### config.mk
export PLATFORM = sky130hd
export DESIGN_NAME = lpif_dstrm_lane_packer
export DESIGN_NICKNAME = d
export VERILOG_FILES = /design/src/rtl/lpif_pack_pkg.sv /design/src/rtl/lpif_pack_flush_timer.sv /design/src/rtl/lpif_dstrm_lane_packer.sv
export SDC_FILE = /design/constraint.sdc
export NUM_CORES = 1
export LEC_CHECK = 0
export CAP_MARGIN = 10
export CORE_MARGIN = 2
export CORE_UTILIZATION = 45
export DETAILED_ROUTE_END_ITERATION = 6
export PLACE_DENSITY = 0.78
export RECOVER_POWER = 50
export SLEW_MARGIN = 20
export SYNTH_ARGS = -nofsm -noshare
export SYNTH_HDL_FRONTEND = slang
export SYNTH_HIERARCHICAL = 1
export SYNTH_SLANG_ARGS = --single-unit
### constraint.sdc
create_clock -name clk_wr -period 17.14 [get_ports clk_wr]
set_clock_uncertainty 0.15 [all_clocks]
set_input_delay 1.714 -clock clk_wr [delete_from_list [all_inputs] [get_ports clk_wr]]
set_output_delay 1.714 -clock clk_wr [all_outputs]
set_load 0.05 [all_outputs]
### src/rtl/lpif_pack_pkg.sv
// Shared types for the LPIF downstream lane packer: lane geometry, FSM states
// and the per-flit bundle carried through the hold and output registers.
package lpif_pack_pkg;

  localparam int LANE_W    = 64;
  localparam int NUM_LANES = 2;

  typedef enum logic {
    EMPTY = 1'b0,
    HALF  = 1'b1
  } pack_state_e;

  typedef struct packed {
    logic [LANE_W-1:0] data;
    logic              dvalid;
    logic [1:0]        protid;
    logic [3:0]        crc;
    logic              crc_valid;
  } flit_t;

endpackage

### src/rtl/lpif_pack_flush_timer.sv
// Counts idle cycles while a lone flit waits for a partner; expire_o marks the
// last cycle it may still be paired before it has to be flushed.
module lpif_pack_flush_timer #(
  parameter int FLUSH_TIMEOUT = 8
) (
  input  logic clk_wr,
  input  logic rst_wr,
  input  logic start_i,
  input  logic clear_i,
  output logic expire_o
);

  localparam int TW = (FLUSH_TIMEOUT < 1) ? 1 : $clog2(FLUSH_TIMEOUT + 1);

  logic [TW-1:0] cnt_q, cnt_d;

  always_comb begin
    cnt_d = cnt_q;
    if (clear_i) begin
      cnt_d = '0;
    end else if (start_i && (cnt_q != '1)) begin
      cnt_d = cnt_q + TW'(1);
    end
  end

  always_ff @(posedge clk_wr or posedge rst_wr) begin
    if (rst_wr) begin
      cnt_q <= '0;
    end else begin
      cnt_q <= cnt_d;
    end
  end

  // With pairing disabled there is never a held flit, so never expire.
  assign expire_o = (FLUSH_TIMEOUT != 0) && (cnt_q == TW'(FLUSH_TIMEOUT - 1));

endmodule

### src/rtl/lpif_dstrm_lane_packer.sv
// Pairs consecutive single-lane LPIF flits onto the two-lane dstrm_* bus of the
// master top; a lone flit is flushed on lane 0 after a timeout or on link drop.
module lpif_dstrm_lane_packer
  import lpif_pack_pkg::*;
#(
  parameter int FLUSH_TIMEOUT = 8,
  parameter int CNT_W         = 16
) (
  input  logic                          clk_wr,
  input  logic                          rst_wr,
  input  logic                          link_online,
  input  logic                          in_valid,
  output logic                          in_ready,
  input  logic [LANE_W-1:0]             in_data,
  input  logic                          in_dvalid,
  input  logic [1:0]                    in_protid,
  input  logic [3:0]                    in_crc,
  input  logic                          in_crc_valid,
  input  logic [3:0]                    in_state,
  output logic [7:0]                    dstrm_state,
  output logic [3:0]                    dstrm_protid,
  output logic [NUM_LANES*LANE_W-1:0]   dstrm_data,
  output logic [NUM_LANES-1:0]          dstrm_dvalid,
  output logic [7:0]                    dstrm_crc,
  output logic [NUM_LANES-1:0]          dstrm_crc_valid,
  output logic [NUM_LANES-1:0]          dstrm_valid,
  output logic [31:0]                   pack_debug_status
);

  pack_state_e          state_q, state_d;
  flit_t                hold_q, hold_d;
  flit_t                inFlit;
  flit_t                lane0_q, lane0_d, lane1_q, lane1_d;
  logic [NUM_LANES-1:0] valid_q, valid_d;
  logic [7:0]           laneState_q;
  logic [CNT_W-1:0]     pairCnt_q, flushCnt_q;
  logic                 accept, pairInc, flushInc, expire;

  assign in_ready = link_online;
  assign accept   = in_valid & link_online;

  assign inFlit = '{data:      in_data,
                    dvalid:    in_dvalid,
                    protid:    in_protid,
                    crc:       in_crc,
                    crc_valid: in_crc_valid};

  lpif_pack_flush_timer #(
    .FLUSH_TIMEOUT (FLUSH_TIMEOUT)
  ) u_flush_timer (
    .clk_wr   (clk_wr),
    .rst_wr   (rst_wr),
    .start_i  (state_q == HALF),
    .clear_i  (state_q == EMPTY),
    .expire_o (expire)
  );

  // Unused lanes stay all-zero, so the output register never needs extra gating.
  always_comb begin
    state_d  = state_q;
    hold_d   = hold_q;
    lane0_d  = '0;
    lane1_d  = '0;
    valid_d  = '0;
    pairInc  = 1'b0;
    flushInc = 1'b0;
    unique case (state_q)
      EMPTY: begin
        if (accept) begin
          if (FLUSH_TIMEOUT == 0) begin
            lane0_d = inFlit;
            valid_d = 2'b01;
          end else begin
            hold_d  = inFlit;
            state_d = HALF;
          end
        end
      end
      HALF: begin
        if (accept) begin
          lane0_d = hold_q;
          lane1_d = inFlit;
          valid_d = 2'b11;
          pairInc = 1'b1;
          state_d = EMPTY;
        end else if (!link_online || expire) begin
          lane0_d  = hold_q;
          valid_d  = 2'b01;
          flushInc = 1'b1;
          state_d  = EMPTY;
        end
      end
      default: state_d = EMPTY;
    endcase
  end

  always_ff @(posedge clk_wr or posedge rst_wr) begin
    if (rst_wr) begin
      state_q     <= EMPTY;
      hold_q      <= '0;
      lane0_q     <= '0;
      lane1_q     <= '0;
      valid_q     <= '0;
      laneState_q <= '0;
      pairCnt_q   <= '0;
      flushCnt_q  <= '0;
    end else begin
      state_q     <= state_d;
      hold_q      <= hold_d;
      lane0_q     <= lane0_d;
      lane1_q     <= lane1_d;
      valid_q     <= valid_d;
      laneState_q <= {in_state, in_state};
      if (pairInc && (pairCnt_q != '1)) begin
        pairCnt_q <= pairCnt_q + CNT_W'(1);
      end
      if (flushInc && (flushCnt_q != '1)) begin
        flushCnt_q <= flushCnt_q + CNT_W'(1);
      end
    end
  end

  assign dstrm_state       = laneState_q;
  assign dstrm_protid      = {lane1_q.protid, lane0_q.protid};
  assign dstrm_data        = {lane1_q.data, lane0_q.data};
  assign dstrm_dvalid      = valid_q & {lane1_q.dvalid, lane0_q.dvalid};
  assign dstrm_crc         = {lane1_q.crc, lane0_q.crc};
  assign dstrm_crc_valid   = valid_q & {lane1_q.crc_valid, lane0_q.crc_valid};
  assign dstrm_valid       = valid_q;
  assign pack_debug_status = {16'(flushCnt_q), 16'(pairCnt_q)};

endmodule

==> results of run 1 <==
[through the flow]
| step | util | instances | setup slack [ps] |
|---|---|---|---|
| 2_1_floorplan | - | 792 | 8260 |
| 3_3_place_gp | 0.542 | 1178 | 12060 |
| 3_5_place_dp | 0.542 | 1178 | 12060 |
| 4_1_cts | 0.579 | 1226 | 12060 |
| 5_1_grt | 0.576 | 1226 | 10730 |
| 6_report | 0.576 | 1226 | 11620 |
[cell families after synthesis]
group,Yosys count
DFF,259
buffers and inverters,178
and+or+nand+nor,229
AOI/OAI and AO/OA,19
xor gates and xnor gates,25
muxes,79
adders and majority gates,3
[worst register-to-register path, cell delays in order, from the launching register on]
cell and delay (ps):
dfrtp_1 470, nand3_1 220, inv_1 650, clkbuf_1 1500
and2_1 360, nand4_1 110, xnor2_1 170
[cell usage after synthesis, drive strengths merged, types with 2 or more instances]
cell | instances | area share
nand3 | 16 | 0.0077
and3 | 5 | 0.0030
a21oi | 8 | 0.0038
and2 | 151 | 0.091
and4 | 7 | 0.0059
nor2b | 2 | 0.0012
nor2 | 6 | 0.0022
nor4 | 3 | 0.0024
clkbuf | 14 | 0.0051
a31oi | 2 | 0.0026
nand2 | 9 | 0.0032
mux2 | 78 | 0.085
or3 | 2 | 0.0012
xor2 | 14 | 0.012
buf | 156 | 0.11
nor3 | 10 | 0.0053
dfrtp | 259 | 0.62
ha | 3 | 0.0036
o211ai | 2 | 0.0014
nand4 | 12 | 0.0072
xnor2 | 11 | 0.0093
inv | 8 | 0.0029
nand2b | 4 | 0.0031
[sequential cells by signal, indices dropped and copies added (netlist names), 4 cells and up]
name and cells:
dstrm_data 128, hold_q 72, flushCnt_q 16, pairCnt_q 16
dstrm_crc 8, dstrm_protid 4, dstrm_state 4, u_flush_timer/cnt_q 4
[worst min path at each step]
stage | startpoint | to | slack, ps | depth (start not counted)
5_1_grt | hold_q[35] | dstrm_data[27] | 330 | 1
2_1_floorplan | hold_q[1] | dstrm_crc[0] | 300 | 1
3_5_place_dp | hold_q[58] | dstrm_data[50] | 310 | 1
6_report | hold_q[61] | dstrm_data[53] | 320 | 1
3_3_place_gp | hold_q[61] | dstrm_data[53] | 300 | 1
4_1_cts | hold_q[58] | dstrm_data[50] | 320 | 1
[metal layers]
layer,up-vias,GRT usage,part of all wire
met5,-,0,0
met4,0,0.0450,0.023
met3,38,0.0561,0.082
met2,197,0.284,0.49
met1,2888,0.202,0.41
li1,2701,-,-
[cell usage in the layout (no fill, tap or decap), types with 2 or more instances in the layout]
cell,synthesis,final
clkbuf_8,0,6
nand4_1,12,12
clkinv_2,0,8
nor2_1,6,6
buf_4,146,3
clkdlybuf4s50_1,0,186
nor4_1,2,3
nor2b_1,2,2
and2_1,151,93
xnor2_1,11,11
nand3_1,16,16
a31oi_1,1,2
ha_1,3,3
o211ai_1,2,2
nand2b_1,3,4
xor2_1,14,14
nor3_1,9,9
mux2_2,77,77
and3_1,5,5
inv_1,8,7
and4_1,7,7
and2_0,0,58
clkbuf_16,0,27
dlygate4sd3_1,0,80
or3_1,2,2
a21oi_1,8,8
dfrtp_1,259,259
nand2_1,9,9
clkbuf_1,14,8
[area by class of cell]
cell class | count | area share
Sequential cell | 259 | 0.497
Timing Repair Buffer | 271 | 0.206
Multi-Input combinational cell | 355 | 0.204
Clock buffer | 39 | 0.0598
Tap cell | 285 | 0.0273
Clock inverter | 9 | 0.00374
Inverter | 8 | 0.00240
[power by group]
group | internal [mW] | leakage, nW | switching (mW) | total [mW]
combinational | 0.101 | 2.24 | 0.154 | 0.255
sequential | 0.670 | 3.38 | 0.0336 | 0.704
clock | 0.315 | 0.419 | 0.228 | 0.542
==> metrics, run 1 <==
result of the run=finished, violations left; violations in the final reports=capacitance limit, slew limit; slowest stage delay, CP=2450 ps; WL per Instance=16.5 µm; Placement Cell Area=12,300 µm²; antenna diode instance count=0; Top delay family on crit path=buffers and inverters; FF+latch area=6480 µm²; Worst Path Class, Setup=in2async; Slowest cell on crit path=clkinvlp_2; proportion of layout cells with a drive suffix above 1=0.134; post-route clock period utilization=0.322; number of fillers in the final layout=1,797; number of routed nets with antenna violations=0; Max Fclk=0.181 GHz; pin count of the biggest net entering global routing=102; CP startpoint kind=input port; Num Clock Sinks=259; most instantiated flip-flop cell in the synthesis netlist=dfrtp_1; maximum fanout along the worst path=just over 100; die extent in x=roughly 160 µm; number of storage elements in the synthesis netlist=259; Static Leak=~6 nW; initial antenna violation count=0; placeable core region=22,600 µm²; worst-case headroom to the max-slew limit=-1.93; end of the critical path=dstrm_data[4]; Initial Util=0.459; basic-gate share of the synthesized area counting and, or, nand and nor cells=0.135; number of hold buffers added after cts=0; Placer Congestion=0.776; global routing usage summed across all routing layers=0.166; clock tree from TritonCTS=built; final net count=1,005; net count of the mapped netlist=~880; slew of the pin with the lowest slew margin=~4400 ps; via count of the first global-routing pass=6,136; worst min-delay path class=reg2reg; endpoint of the lowest-slack register-to-register path=pairCnt_q[15]; footprint of the multi-input gates=2660 µm²; min Tclk post-route=approximately 5500 ps; global route total overflow=0; clk_lat worst skew=520 ps; overall routed net length=20.2 mm; critical path cell sequence=dlygate4sd3_1 -> clkinvlp_2 -> buf_4; critical path required time=between 15,000 and 20,000 ps; Post-CTS Repair Setup Buffers=0; clock tree root buffer cell=clkbuf_16; first-pass detailed-route iteration total=4; vias per cell=4.75; complex-gate fraction of the synthesized area=0.0137; Mapped Cells=792; setup tns final=0 ps; number of enable-type register cells in the synthesized netlist=0; number of buffers created by CTS=27; largest family of logic cells by synthesized area=simple AND/OR/NAND/NOR gates; total number of yosys warnings=6; startpoint of the lowest-slack register-to-register path=state_q; buffers plus inverters on the worst setup path=3; first-pass GRT wire length=approximately 32 mm; multiplexer fraction of the synthesized cell area=0.0858; Final Total Pwr=1.50 mW; drt drc=0; peak supply drop=around 0.00012 V; Clock Path Buffers=3; worst endpoint data arrival time=5880 ps; final hold violation count=0; PD cells=around 120 nW/µm²; adder and majority gate portion of the synthesized area=0.00361; number of max-capacitance violations reported=4; number of H-tree levels=1; Distinct cells, synth=39; worst hold-check slack=around 320 ps; share of flip-flops with an asynchronous set or reset after synthesis=1.00; worst reg-to-reg path cell count=6; number of max-slew violations in the final report=180; part of the Yosys area used for sequential elements=0.623; Final setup violation count=0; area of the die=24,300 µm²; via count=5,824; instance count on the critical path=3; area delta synth->final=25.4%; Layout Cell Area excl Fill=13,000 µm²; source of the critical timing path=rst_wr; post-synthesis share of cell area spent on xor and xnor gates=0.0211; post-CTS clock slew at the launch and capture registers of the worst setup and hold paths=60 ps; setup repair after global routing missed its margin=false; hpwl dp=13.4 mm; detailed router's first-iteration violation count=between 150 and 200; I/O pins=267; FF-to-FF setup slack=13,390 ps; average size of a mapped cell=13.1 µm²; kind of end point of the critical path=asynchronous set/reset pin; number of input and output port buffers inserted=~270; Post-CTS Resized=0; number of rows created at floorplan=55; post-synthesis cell area=10,400 µm²; Vert. Die Dim=156 µm
Power figures use the tool's default switching activity.
==> run 2, diff against run 1 <==
CORE_UTILIZATION = 44   (was 45)
PLACE_DENSITY = 0.8   (was 0.78)
clock period = 4.5 ns   (was 17.14 ns; I/O delays follow)
==> metrics, run 2 (same netlist as run 1, synthesis figures left out) <==
post-route clock period utilization=0.657; critical path cell sequence=ha_1 -> nor2b_1 -> and2_0 -> o31a_1 -> buf_4 -> and2_1; PD cells=440 nW/µm²; source of the critical timing path=u_flush_timer/cnt_q[0]; Max Fclk=0.338 GHz; Initial Util=0.446; startpoint of the lowest-slack register-to-register path=u_flush_timer/cnt_q[0]; hpwl dp=~13 mm; end of the critical path=dstrm_data[41]; Post-CTS Repair Setup Buffers=0; via count=between 5,000 and 6,000; peak supply drop=0.000475 V; worst endpoint data arrival time=between 3000 and 4000 ps; global-route met1 utilization=0.193; first-pass GRT wire length=between 30 and 40 mm; Post-CTS Resized=0; first-pass detailed-route iteration total=4; instance count on the critical path=6; setup repair after global routing missed its margin=false; CP startpoint kind=flip-flop; Vert. Die Dim=roughly 160 µm; met3 demand-to-capacity share in global routing=0.0506; kind of end point of the critical path=flip-flop; Placed Instances=1,214; initial antenna violation count=2; area delta synth->final=27.0%; Worst Path Class, Setup=reg2reg; worst-case headroom to the max-slew limit=-0.262; slowest stage delay, CP=920 ps; most heavily used metal layer in global routing=met2; area of the die=approximately 25,000 µm²; endpoint of the lowest-slack register-to-register path=dstrm_data[41]; Placer Congestion=0.793; buffers plus inverters on the worst setup path=1; clk_lat worst skew=510 ps; placeable core region=23,300 µm²; number of hold buffers added after cts=0; number of max-slew violations in the final report=40; die extent in x=about 160 µm; highest-count cells in the layout ignoring fill and taps=clkdlybuf4s50_1, dfrtp_1, and2_1, mux2_2, clkbuf_16; pin count of the biggest net entering global routing=90; post-CTS clock slew at the launch and capture registers of the worst setup and hold paths=60 ps; worst hold-check slack=174 ps; result of the run=finished, violations left; number of rows created at floorplan=56; min Tclk post-route=a little under 3000 ps; flip-flop count of the largest register after layout=128; detailed router's first-iteration violation count=about 140; WL per Instance=around 16 µm; Layout Cell Area excl Fill=13,200 µm²; number of buffers created by CTS=26; most common library cell in the layout ignoring fill and taps=clkdlybuf4s50_1; number of max-capacitance violations reported=1; drt drc=0; number of input and output port buffers inserted=266; Post-Layout Cell Count=1,263; FF+latch area=6480 µm²; worst reg-to-reg path cell count=6; setup tns final=0 ps; footprint of the multi-input gates=2690 µm²; critical path required time=4800 ps; Final setup violation count=0; final net count=between 1,000 and 1,500; final hold violation count=0; Static Leak=5.87 nW; Num Clock Sinks=between 200 and 300; maximum fanout along the worst path=41; global routing usage summed across all routing layers=0.156; vias per cell=about 4.6; overall routed net length=roughly 20 mm; Top delay family on crit path=compound AO/OA/AOI/OAI gates; via count of the first global-routing pass=about 5,900; clock tree from TritonCTS=built; proportion of layout cells with a drive suffix above 1=0.140; slew of the pin with the lowest slew margin=1880 ps; Placement Cell Area=between 10,000 and 15,000 µm²; number of H-tree levels=1; worst min-delay path class=in2async; number of routed nets with antenna violations=0; FF-to-FF setup slack=1550 ps; Slowest cell on crit path=o31a_1; grt met2 use=0.262; I/O pins=267; global route total overflow=0; number of fillers in the final layout=around 1,900; Clock Path Buffers=3; clock tree root buffer cell=clkbuf_16; violations in the final reports=capacitance limit, slew limit
-- run 2: metal layers --
layer	wire (µm)	share of wire
met5	0	0
met4	407	0.021
met3	1740	0.088
met2	9730	0.49
met1	7850	0.40
-- run 2: area by class of cell --
class,instances,area share
Antenna cell,1,0.000189
Clock buffer,39,0.0583
Clock inverter,9,0.00777
Inverter,8,0.00237
Multi-Input combinational cell,355,0.204
Sequential cell,259,0.491
Tap cell,319,0.0302
Timing Repair Buffer,273,0.207
-- run 2: worst min-delay path by stage --
stage,from,end,slack (ps),depth (start not counted)
finish,rst_wr,u_flush_timer/cnt_q[2],170,2
global route,rst_wr,u_flush_timer/cnt_q[2],190,2
CTS,rst_wr,u_flush_timer/cnt_q[2],80,2
detailed placement,hold_q[10],dstrm_data[2],310,1
global placement,hold_q[2],dstrm_crc[1],300,1
floorplan,rst_wr,u_flush_timer/cnt_q[0],70,1
-- run 2: stage by stage --
stage	power, mW	setup WS (ps)	util
6_report	5.82	1550	0.566
3_3_place_gp	3.70	1700	0.530
3_5_place_dp	3.72	1680	0.530
2_1_floorplan	3.42	542	-
5_1_grt	6.08	1250	0.566
4_1_cts	5.91	1870	0.567
-- run 2: report_power, final --
group / total [mW] / leakage (nW) / internal [mW] / switching [mW]
registers: 2.68 / 3.38 / 2.55 / 0.129
logic: 0.984 / 2.07 / 0.397 / 0.586
clock network: 2.15 / 0.421 / 1.30 / 0.857
